<file path="src/rtl/axi_lite_tpu_bridge_pkg.sv">
// ---------------------------------------------------------------------------
// tpu_bridge_pkg
// Shared definitions for the AXI4-Lite to TPU host-port bridge.
//   bridge_state_e : bridge FSM states
//   RESP_OKAY / RESP_SLVERR : AXI response codes
//   ALIGN_MASK     : low address bits that must be zero for a legal 64-bit access
//   is_misaligned  : alignment test on the low address bits
// ---------------------------------------------------------------------------
package tpu_bridge_pkg;

    typedef enum logic [2:0] {
        IDLE     = 3'd0,
        WR_ISSUE = 3'd1,
        WR_RESP  = 3'd2,
        RD_ISSUE = 3'd3,
        RD_WAIT  = 3'd4,
        RD_RESP  = 3'd5
    } bridge_state_e;

    localparam logic [1:0] RESP_OKAY   = 2'b00;
    localparam logic [1:0] RESP_SLVERR = 2'b10;

    localparam logic [2:0] ALIGN_MASK  = 3'b111;

    function automatic logic is_misaligned(input logic [2:0] addr_lo);
        return (addr_lo & ALIGN_MASK) != 3'b000;
    endfunction

endpackage

</file>
<file path="src/rtl/axi_lite_tpu_bridge_skid_reg.sv">
// ---------------------------------------------------------------------------
// skid_reg
// One-entry valid/ready holding register for a single AXI channel.
// Ports:
//   clk, rst          : clock, asynchronous active-low reset
//   in_valid/in_ready : upstream handshake (ready whenever the entry is empty)
//   in_data           : payload captured on the handshake
//   pop               : consumer releases the entry
//   out_valid/out_data: held entry
// ---------------------------------------------------------------------------
module skid_reg #(
    parameter int W = 8
) (
    input  logic         clk,
    input  logic         rst,
    input  logic         in_valid,
    output logic         in_ready,
    input  logic [W-1:0] in_data,
    input  logic         pop,
    output logic         out_valid,
    output logic [W-1:0] out_data
);

    logic         vld_q;
    logic [W-1:0] data_q;

    assign in_ready  = !vld_q;
    assign out_valid = vld_q;
    assign out_data  = data_q;

    // Pop and fill can never coincide: pop needs a full entry, fill an empty one.
    always_ff @(posedge clk or negedge rst) begin
        if (!rst) begin
            vld_q <= 1'b0;
        end else if (pop) begin
            vld_q <= 1'b0;
        end else if (in_valid && in_ready) begin
            vld_q <= 1'b1;
        end
    end

    always_ff @(posedge clk) begin
        if (in_valid && in_ready) begin
            data_q <= in_data;
        end
    end

endmodule

</file>
<file path="src/rtl/axi_lite_tpu_bridge.sv">
// ---------------------------------------------------------------------------
// axi_lite_tpu_bridge
// AXI4-Lite slave that turns host transactions into single-beat requests on
// the TPU host port. One outstanding transaction, responses in issue order.
// Ports:
//   clk, rst                       : clock, asynchronous active-low reset
//   s_aw*, s_w*, s_b*              : AXI4-Lite write address / data / response
//   s_ar*, s_r*                    : AXI4-Lite read address / data
//   axi_req, axi_we, axi_addr,
//   axi_wdata                      : registered one-cycle request to the TPU
//   axi_rdata                      : TPU read data, valid RD_LATENCY cycles
//                                    after the edge that samples axi_req
// ---------------------------------------------------------------------------
module axi_lite_tpu_bridge
    import tpu_bridge_pkg::*;
#(
    parameter int ADDR_W     = 64,
    parameter int DATA_W     = 64,
    parameter int RD_LATENCY = 1
) (
    input  logic                  clk,
    input  logic                  rst,
    input  logic                  s_awvalid,
    output logic                  s_awready,
    input  logic [ADDR_W-1:0]     s_awaddr,
    input  logic                  s_wvalid,
    output logic                  s_wready,
    input  logic [DATA_W-1:0]     s_wdata,
    input  logic [DATA_W/8-1:0]   s_wstrb,
    output logic                  s_bvalid,
    input  logic                  s_bready,
    output logic [1:0]            s_bresp,
    input  logic                  s_arvalid,
    output logic                  s_arready,
    input  logic [ADDR_W-1:0]     s_araddr,
    output logic                  s_rvalid,
    input  logic                  s_rready,
    output logic [DATA_W-1:0]     s_rdata,
    output logic [1:0]            s_rresp,
    output logic                  axi_req,
    output logic                  axi_we,
    output logic [ADDR_W-1:0]     axi_addr,
    output logic [DATA_W-1:0]     axi_wdata,
    input  logic [DATA_W-1:0]     axi_rdata
);

    localparam int STRB_W = DATA_W / 8;
    localparam int WBUS_W = DATA_W + STRB_W;

    logic                aw_vld;
    logic [ADDR_W-1:0]   aw_addr_q;
    logic                w_vld;
    logic [WBUS_W-1:0]   w_bus_q;
    logic [DATA_W-1:0]   w_data_q;
    logic [STRB_W-1:0]   w_strb_q;
    logic                ar_vld;
    logic [ADDR_W-1:0]   ar_addr_q;

    bridge_state_e       state;
    bridge_state_e       state_next;
    logic                prio_rd;
    logic [2:0]          rd_cnt;

    logic                wr_elig;
    logic                rd_elig;
    logic                wr_err;
    logic                rd_err;
    logic                grant_wr;
    logic                grant_rd;
    logic                rd_capture;

    // Channel holding registers; an entry is released in the cycle it is granted.
    skid_reg #(.W(ADDR_W)) u_aw_q (
        .clk       (clk),
        .rst       (rst),
        .in_valid  (s_awvalid),
        .in_ready  (s_awready),
        .in_data   (s_awaddr),
        .pop       (grant_wr),
        .out_valid (aw_vld),
        .out_data  (aw_addr_q)
    );

    skid_reg #(.W(WBUS_W)) u_w_q (
        .clk       (clk),
        .rst       (rst),
        .in_valid  (s_wvalid),
        .in_ready  (s_wready),
        .in_data   ({s_wstrb, s_wdata}),
        .pop       (grant_wr),
        .out_valid (w_vld),
        .out_data  (w_bus_q)
    );

    skid_reg #(.W(ADDR_W)) u_ar_q (
        .clk       (clk),
        .rst       (rst),
        .in_valid  (s_arvalid),
        .in_ready  (s_arready),
        .in_data   (s_araddr),
        .pop       (grant_rd),
        .out_valid (ar_vld),
        .out_data  (ar_addr_q)
    );

    assign w_data_q   = w_bus_q[DATA_W-1:0];
    assign w_strb_q   = w_bus_q[WBUS_W-1:DATA_W];

    assign wr_elig    = aw_vld && w_vld;
    assign rd_elig    = ar_vld;
    assign wr_err     = is_misaligned(aw_addr_q[2:0]) || !(&w_strb_q);
    assign rd_err     = is_misaligned(ar_addr_q[2:0]);
    assign rd_capture = (state == RD_WAIT) && (rd_cnt == 3'd1);

    always_ff @(posedge clk or negedge rst) begin
        if (!rst) begin
            state <= IDLE;
        end else begin
            state <= state_next;
        end
    end

    always_comb begin
        state_next = state;
        grant_wr   = 1'b0;
        grant_rd   = 1'b0;
        case (state)
            IDLE: begin
                if (wr_elig && rd_elig) begin
                    grant_rd = prio_rd;
                    grant_wr = !prio_rd;
                end else begin
                    grant_wr = wr_elig;
                    grant_rd = rd_elig;
                end
                // Faulty requests skip the TPU entirely and go straight to a response.
                if (grant_wr) begin
                    state_next = wr_err ? WR_RESP : WR_ISSUE;
                end else if (grant_rd) begin
                    state_next = rd_err ? RD_RESP : RD_ISSUE;
                end
            end
            WR_ISSUE: state_next = WR_RESP;
            WR_RESP:  if (s_bvalid && s_bready) state_next = IDLE;
            RD_ISSUE: state_next = RD_WAIT;
            RD_WAIT:  if (rd_capture) state_next = RD_RESP;
            RD_RESP:  if (s_rvalid && s_rready) state_next = IDLE;
            default:  state_next = IDLE;
        endcase
    end

    // Registered outputs. The response valids are raised one cycle after an
    // error grant (state already in *_RESP, valid still low), which lines the
    // error responses up with the normal write response timing.
    always_ff @(posedge clk or negedge rst) begin
        if (!rst) begin
            axi_req   <= 1'b0;
            axi_we    <= 1'b0;
            axi_addr  <= '0;
            axi_wdata <= '0;
            s_bvalid  <= 1'b0;
            s_bresp   <= RESP_OKAY;
            s_rvalid  <= 1'b0;
            s_rresp   <= RESP_OKAY;
            s_rdata   <= '0;
            prio_rd   <= 1'b1;
            rd_cnt    <= '0;
        end else begin
            axi_req <= (state_next == WR_ISSUE) || (state_next == RD_ISSUE);

            if (grant_wr && !wr_err) begin
                axi_we    <= 1'b1;
                axi_addr  <= aw_addr_q;
                axi_wdata <= w_data_q;
            end else if (grant_rd && !rd_err) begin
                axi_we    <= 1'b0;
                axi_addr  <= ar_addr_q;
            end

            if ((state == IDLE) && wr_elig && rd_elig) begin
                prio_rd <= !prio_rd;
            end

            if (grant_wr) begin
                s_bresp <= wr_err ? RESP_SLVERR : RESP_OKAY;
            end
            if ((state == WR_RESP) && s_bvalid && s_bready) begin
                s_bvalid <= 1'b0;
            end else if ((state == WR_ISSUE) || ((state == WR_RESP) && !s_bvalid)) begin
                s_bvalid <= 1'b1;
            end

            if (grant_rd) begin
                s_rresp <= rd_err ? RESP_SLVERR : RESP_OKAY;
            end
            if (grant_rd && rd_err) begin
                s_rdata <= '0;
            end else if (rd_capture) begin
                s_rdata <= axi_rdata;
            end
            if ((state == RD_RESP) && s_rvalid && s_rready) begin
                s_rvalid <= 1'b0;
            end else if (rd_capture || ((state == RD_RESP) && !s_rvalid)) begin
                s_rvalid <= 1'b1;
            end

            // Count loads as RD_WAIT is entered; capture happens as it hits zero.
            if (state == RD_ISSUE) begin
                rd_cnt <= 3'(RD_LATENCY);
            end else if (state == RD_WAIT) begin
                rd_cnt <= rd_cnt - 3'd1;
            end
        end
    end

endmodule
</file>
<file path="config.mk">
export PLATFORM = sky130hd
export DESIGN_NAME = axi_lite_tpu_bridge
export DESIGN_NICKNAME = d
export VERILOG_FILES = /design/src/rtl/axi_lite_tpu_bridge_pkg.sv /design/src/rtl/axi_lite_tpu_bridge_skid_reg.sv /design/src/rtl/axi_lite_tpu_bridge.sv
export SDC_FILE = /design/constraint.sdc
export NUM_CORES = 1
export LEC_CHECK = 0
export BUFFER_PORTS_ARGS = -buffer_cell sky130_fd_sc_hd__buf_2
export CAP_MARGIN = 20
export CORE_MARGIN = 4
export CORE_UTILIZATION = 45
export DETAILED_ROUTE_END_ITERATION = 8
export PLACE_DENSITY = 0.78
export SYNTH_ARGS = -nofsm -noshare
export SYNTH_HDL_FRONTEND = slang
export SYNTH_SLANG_ARGS = --single-unit
export TNS_END_PERCENT = 10
</file>
<file path="constraint.sdc">
create_clock -name clk -period 8.6 [get_ports clk]
set_input_delay 0.86 -clock clk [delete_from_list [all_inputs] [get_ports clk]]
set_output_delay 0.86 -clock clk [all_outputs]
set_load 0.01 [all_outputs]
</file>
# Yosys cells after proc, flatten, opt, wreduce, memory -nomap -nowiden
# Cells that the tools add are included.
# word_totals
ff_bits	410
in_bits	271
output_inout_bits	203
elab_cells	105
# op_classes
n_addsub	1
eq_ne	8
mux	34
reduce_logical	44
# op_table
cell	count
64-bit 2-to-1 mux	4
3-bit 2-to-1 mux	8
1-bit logical AND	19
1-bit 2-to-1 mux	18
3-bit case mux with 6 select lines	1
2-bit nonzero test	8
3-bit by 1-bit == test with 1-bit output, second input constant	3
3-bit by 2-bit == test with 1-bit output, second input constant	3
1-bit logical NOT	9
8-bit AND reduction	1
3-bit == test, second input constant	2
2-bit 2-to-1 mux	3
3-bit nonzero test	2
1-bit logical OR	4
3-bit logical NOT	1
3-bit by 1-bit subtractor with 3-bit output, second input constant	1

# Depth between registers and ports, before layout
# logic_depth
ltp_word	9
depth_mapped	8

# Cells and area by module
# Synthesis repeated with hierarchy kept, for this count alone.
# hier_totals
cells_unflattened	913
area_unflattened_um2	15404.8
# by_module_without_submodules
mod	instances	cells_each	area_per_inst_um2
axi_lite_tpu_bridge	1	701	9263.9
skid_reg (u_ar_q ...)	2	68	1966.9
skid_reg (u_w_q)	1	76	2207.1

# Worst setup path before layout
# Ideal clock, no wire load.
# synth_path
path_type	input-to-reg
start	in s_wvalid
end	reg u_w_q.data_q[0] (netlist: u_w_q.out_data[0]), enable pin
setup_ns	0.511
arrival_ns	4.016
required_time_ns	8.089
setup_slack_ns	4.073
cell_stages	1
path_cell_list	nor2b_1
# synth_between
elab_chain_len	1
# synth_lines
element	line_no	source
from (decl)	axi_lite_tpu_bridge.sv:26	input logic s_wvalid,
1-bit logical AND	axi_lite_tpu_bridge_skid_reg.sv:43	if (in_valid && in_ready) begin
to (signal assigned)	axi_lite_tpu_bridge_skid_reg.sv:44	data_q <= in_data;
to (decl)	axi_lite_tpu_bridge_skid_reg.sv:25	logic [W-1:0] data_q;
# Every way passes these cells.
# A chain may end at the register's enable or synchronous reset.

# Final worst setup path
# layout_path
start	reg state[1]
end	reg axi_wdata[25]
# layout_between
elab_chain_len	3
# layout_lines
element	line_no	source
from (decl)	axi_lite_tpu_bridge.sv:59	bridge_state_e state;
from (signal assigned)	axi_lite_tpu_bridge.sv:119	state <= state_next;
3-bit logical NOT	axi_lite_tpu_bridge.sv:127	case (state)
1-bit 2-to-1 mux	axi_lite_tpu_bridge.sv:127	
1-bit logical AND	axi_lite_tpu_bridge.sv:171	if (grant_wr && !wr_err) begin
to (signal assigned)	axi_lite_tpu_bridge.sv:174	axi_wdata <= w_data_q;
to (decl)	axi_lite_tpu_bridge.sv:43	output logic [DATA_W-1:0] axi_wdata,
# Every way passes these cells.

==> impl_metrics.env <==
export IMPL_status="completed"
export IMPL_maxCapViolations=0
export IMPL_syn_inst=927
export IMPL_clk_pin_slew_ps=60
export IMPL_dieHeight_microns=188
export IMPL_io_pins=474
export IMPL_hold_viol_final=0
export IMPL_drt_iter0_drc=456
export IMPL_synth_xor_area_frac=0.000602
export IMPL_synth_seq_cells=408
export IMPL_htree_num_levels=2
export IMPL_die_area_sq_um=35300
export IMPL_via_count=9465
export IMPL_fp_row_count=65
export IMPL_start_kind="register"
export IMPL_path_max_fanout=77
export IMPL_numPortBuffers=471
export IMPL_final_antenna_net_count=0
export IMPL_max_slew_margin=0.306
export IMPL_cts_sinks=408
export IMPL_leakage_nw=9.26
export IMPL_yosysWarnings=0
export IMPL_synthArstFlopShare=0.510
export IMPL_postCtsSetupBuffers=0
export IMPL_cts_path_max_buffers=3
export IMPL_vias_per_cell=5.14
export IMPL_drc=0
export IMPL_gp_congestion=0.823
export IMPL_power_density_nw_per_um2=300
export IMPL_skew_ps=15.7
export IMPL_antenna_found_initial=9
export IMPL_wl_met3_mm=3.02
export IMPL_grt_pass1_wl_mm=56.4
export IMPL_ctsResizeCount=0
export IMPL_cp_required_ps=9010
export IMPL_synth_top_family_by_area="compound AO/OA/AOI/OAI gates"
export IMPL_synth_area_sq_um=14600
export IMPL_crit_path_end_kind="register"
export IMPL_clk_latency_ps=530
export IMPL_synthFlopType="dfrtp_1"
export IMPL_synth_distinct_cells=46
export IMPL_syn_avg_cell_area_sq_um=15.7
export IMPL_fin_crit_ps=3220
export IMPL_crit_type="register to register"
export IMPL_tns_ps=0
export IMPL_grt_util_all_layers=0.201
export IMPL_drive_gt1_frac=0.434
export IMPL_synth_simple_gate_area_frac=0.0537
export IMPL_routedWlPerCell_microns=19.8
export IMPL_rsz0062_at_grt="no"
export IMPL_synthMuxAreaShare=0.0495
export IMPL_grt_pass1_vias=9904
export IMPL_dp_hpwl_mm=24.8
export IMPL_postRouteWirelength_mm=36.6
export IMPL_setup_viol=0
export IMPL_cts_made_buffers=42
export IMPL_total_power_w=0.00562
export IMPL_clockRootBuffer="clkbuf_16"
export IMPL_first_pass_iters=4
export IMPL_synth_edf_count=200
export IMPL_vdd_ir_drop_max_mv=0.226
export IMPL_start_util=0.459
export IMPL_hold_path_class="primary input to async pin"
export IMPL_synth_fa_ha_area_frac=0.00172
export IMPL_hold_buffers=0
export IMPL_coreArea_sq_um=31700
export IMPL_maxSlewViolCount=0
export IMPL_synth_compound_area_frac=0.101
export IMPL_highest_layer="met5"
export IMPL_finalCritPeriodShare=0.375
export IMPL_tightest_slew_ps=1040
export IMPL_area_delta_synth_final_pct=28.5
export IMPL_grt_max_degree=78
export IMPL_maxClockFrequency_ghz=0.310
export IMPL_worstPathArrival_ps=3640
export IMPL_wl_met1_mm=13.6
export IMPL_cts_tree="done"
export IMPL_overflow=0
export IMPL_die_x_microns=188
export IMPL_fin_nets=1673
export IMPL_dr_wl_met2_mm=19.0
export IMPL_ys_seq_area_frac=0.770
## per-layer routing
layer  vias to the layer above  global-route usage
met5                         -                   0
met4                         4              0.0567
met3                        69              0.0607
met2                       424               0.357
met1                      4672               0.240
li1                       4296                   -
## worst max-delay path, stage by stage, from the launching register on
cell     delay (ps)
dfrtp_1         490
or3_4           470
nor3_2          170
buf_4           740
buf_4           660
mux2_2          410
## cells in the mapped netlist (all sizes together), types with 5 or more instances
master / n / area (sq um)
mux2: 64 / 721
a21o: 61 / 458
edfxtp: 200 / 6010
buf: 35 / 220
clkbuf: 19 / 71.3
and2: 5 / 31.3
dfrtp: 207 / 5180
nor2: 16 / 60.1
inv: 11 / 41.3
a21oi: 70 / 350
nand2: 137 / 514
a22o: 61 / 534
## kinds of logic (layout without fill, tap and decap cells)
| group | count (synthesis) | in the layout |
|---|---|---|
| AO/OA/AOI/OAI | 205 | 205 |
| other | 1 | 9 |
| XOR/XNOR | 1 | 1 |
| AND/OR/NAND/NOR | 181 | 181 |
| multiplexers | 64 | 64 |
| adder cells (fa/ha/maj) | 2 | 2 |
| buffers and inverters | 65 | 571 |
| flip-flops | 408 | 408 |
## final cells by class
cell class	count	area (sq um)
Timing Repair Buffer	482	2470
Sequential cell	408	11200
Clock buffer	60	1200
Fill cell	2461	13000
Tap cell	402	503
Multi-Input combinational cell	455	3050
Inverter	11	41.3
Antenna cell	7	17.5
Clock inverter	18	209
## per-stage QoR
stage | hold WS [ps] | cells | util | setup WS [ps] | instance area [sq um]
2_1_floorplan | 454 | 928 | - | 4070 | 14600
3_3_place_gp | 454 | 1756 | 0.544 | 5440 | 17200
3_5_place_dp | 460 | 1757 | 0.544 | 5410 | 17300
4_1_cts | 301 | 1835 | 0.589 | 5380 | 18700
5_1_grt | 324 | 1842 | 0.590 | 5180 | 18700
6_report | 298 | 1843 | 0.590 | 5380 | 18700
## final timing paths
path | from | endpoint | slack, ps | cells after the start
hold / removal | rst | s_rdata[5] | 300 | 1
hold reg to reg | axi_addr[53] | axi_addr[53] | 470 | 1
setup reg to reg | state[1] | axi_wdata[25] | 5380 | 5
max in group asynchronous | rst | s_rdata[40] | 6850 | 2
min in group clk | axi_addr[53] | axi_addr[53] | 470 | 1
setup / recovery | state[1] | axi_wdata[25] | 5380 | 5
## layout by cell type, fill, tap and decap left out, drive strengths merged, types with 3 or more instances in the layout
cell	n
inv	14
edfxtp	200
clkbuf	60
nor3	4
nand2	137
buf	482
nor2	16
bufinv	4
a22o	61
mux2	64
nor2b	4
a21oi	70
diode	7
dfrtp	207
clkinv	10
nand3	3
a21o	61
and2	5
## power by group
group	internal, W	switching (W)	total, W
combinational	0.000431	0.000714	0.00115
clock	0.00110	0.000739	0.00184
sequential	0.00245	0.000186	0.00263
## state kept, by name (all words and copies together) (netlist names), 3 cells and up
signal,flops
state,3
rd_cnt,3
axi_wdata,64
axi_addr,64
u_aw_q.out_data,64
s_rdata,64
u_w_q.out_data,72
u_ar_q.out_data,64
Power figures use the tool's default switching activity.
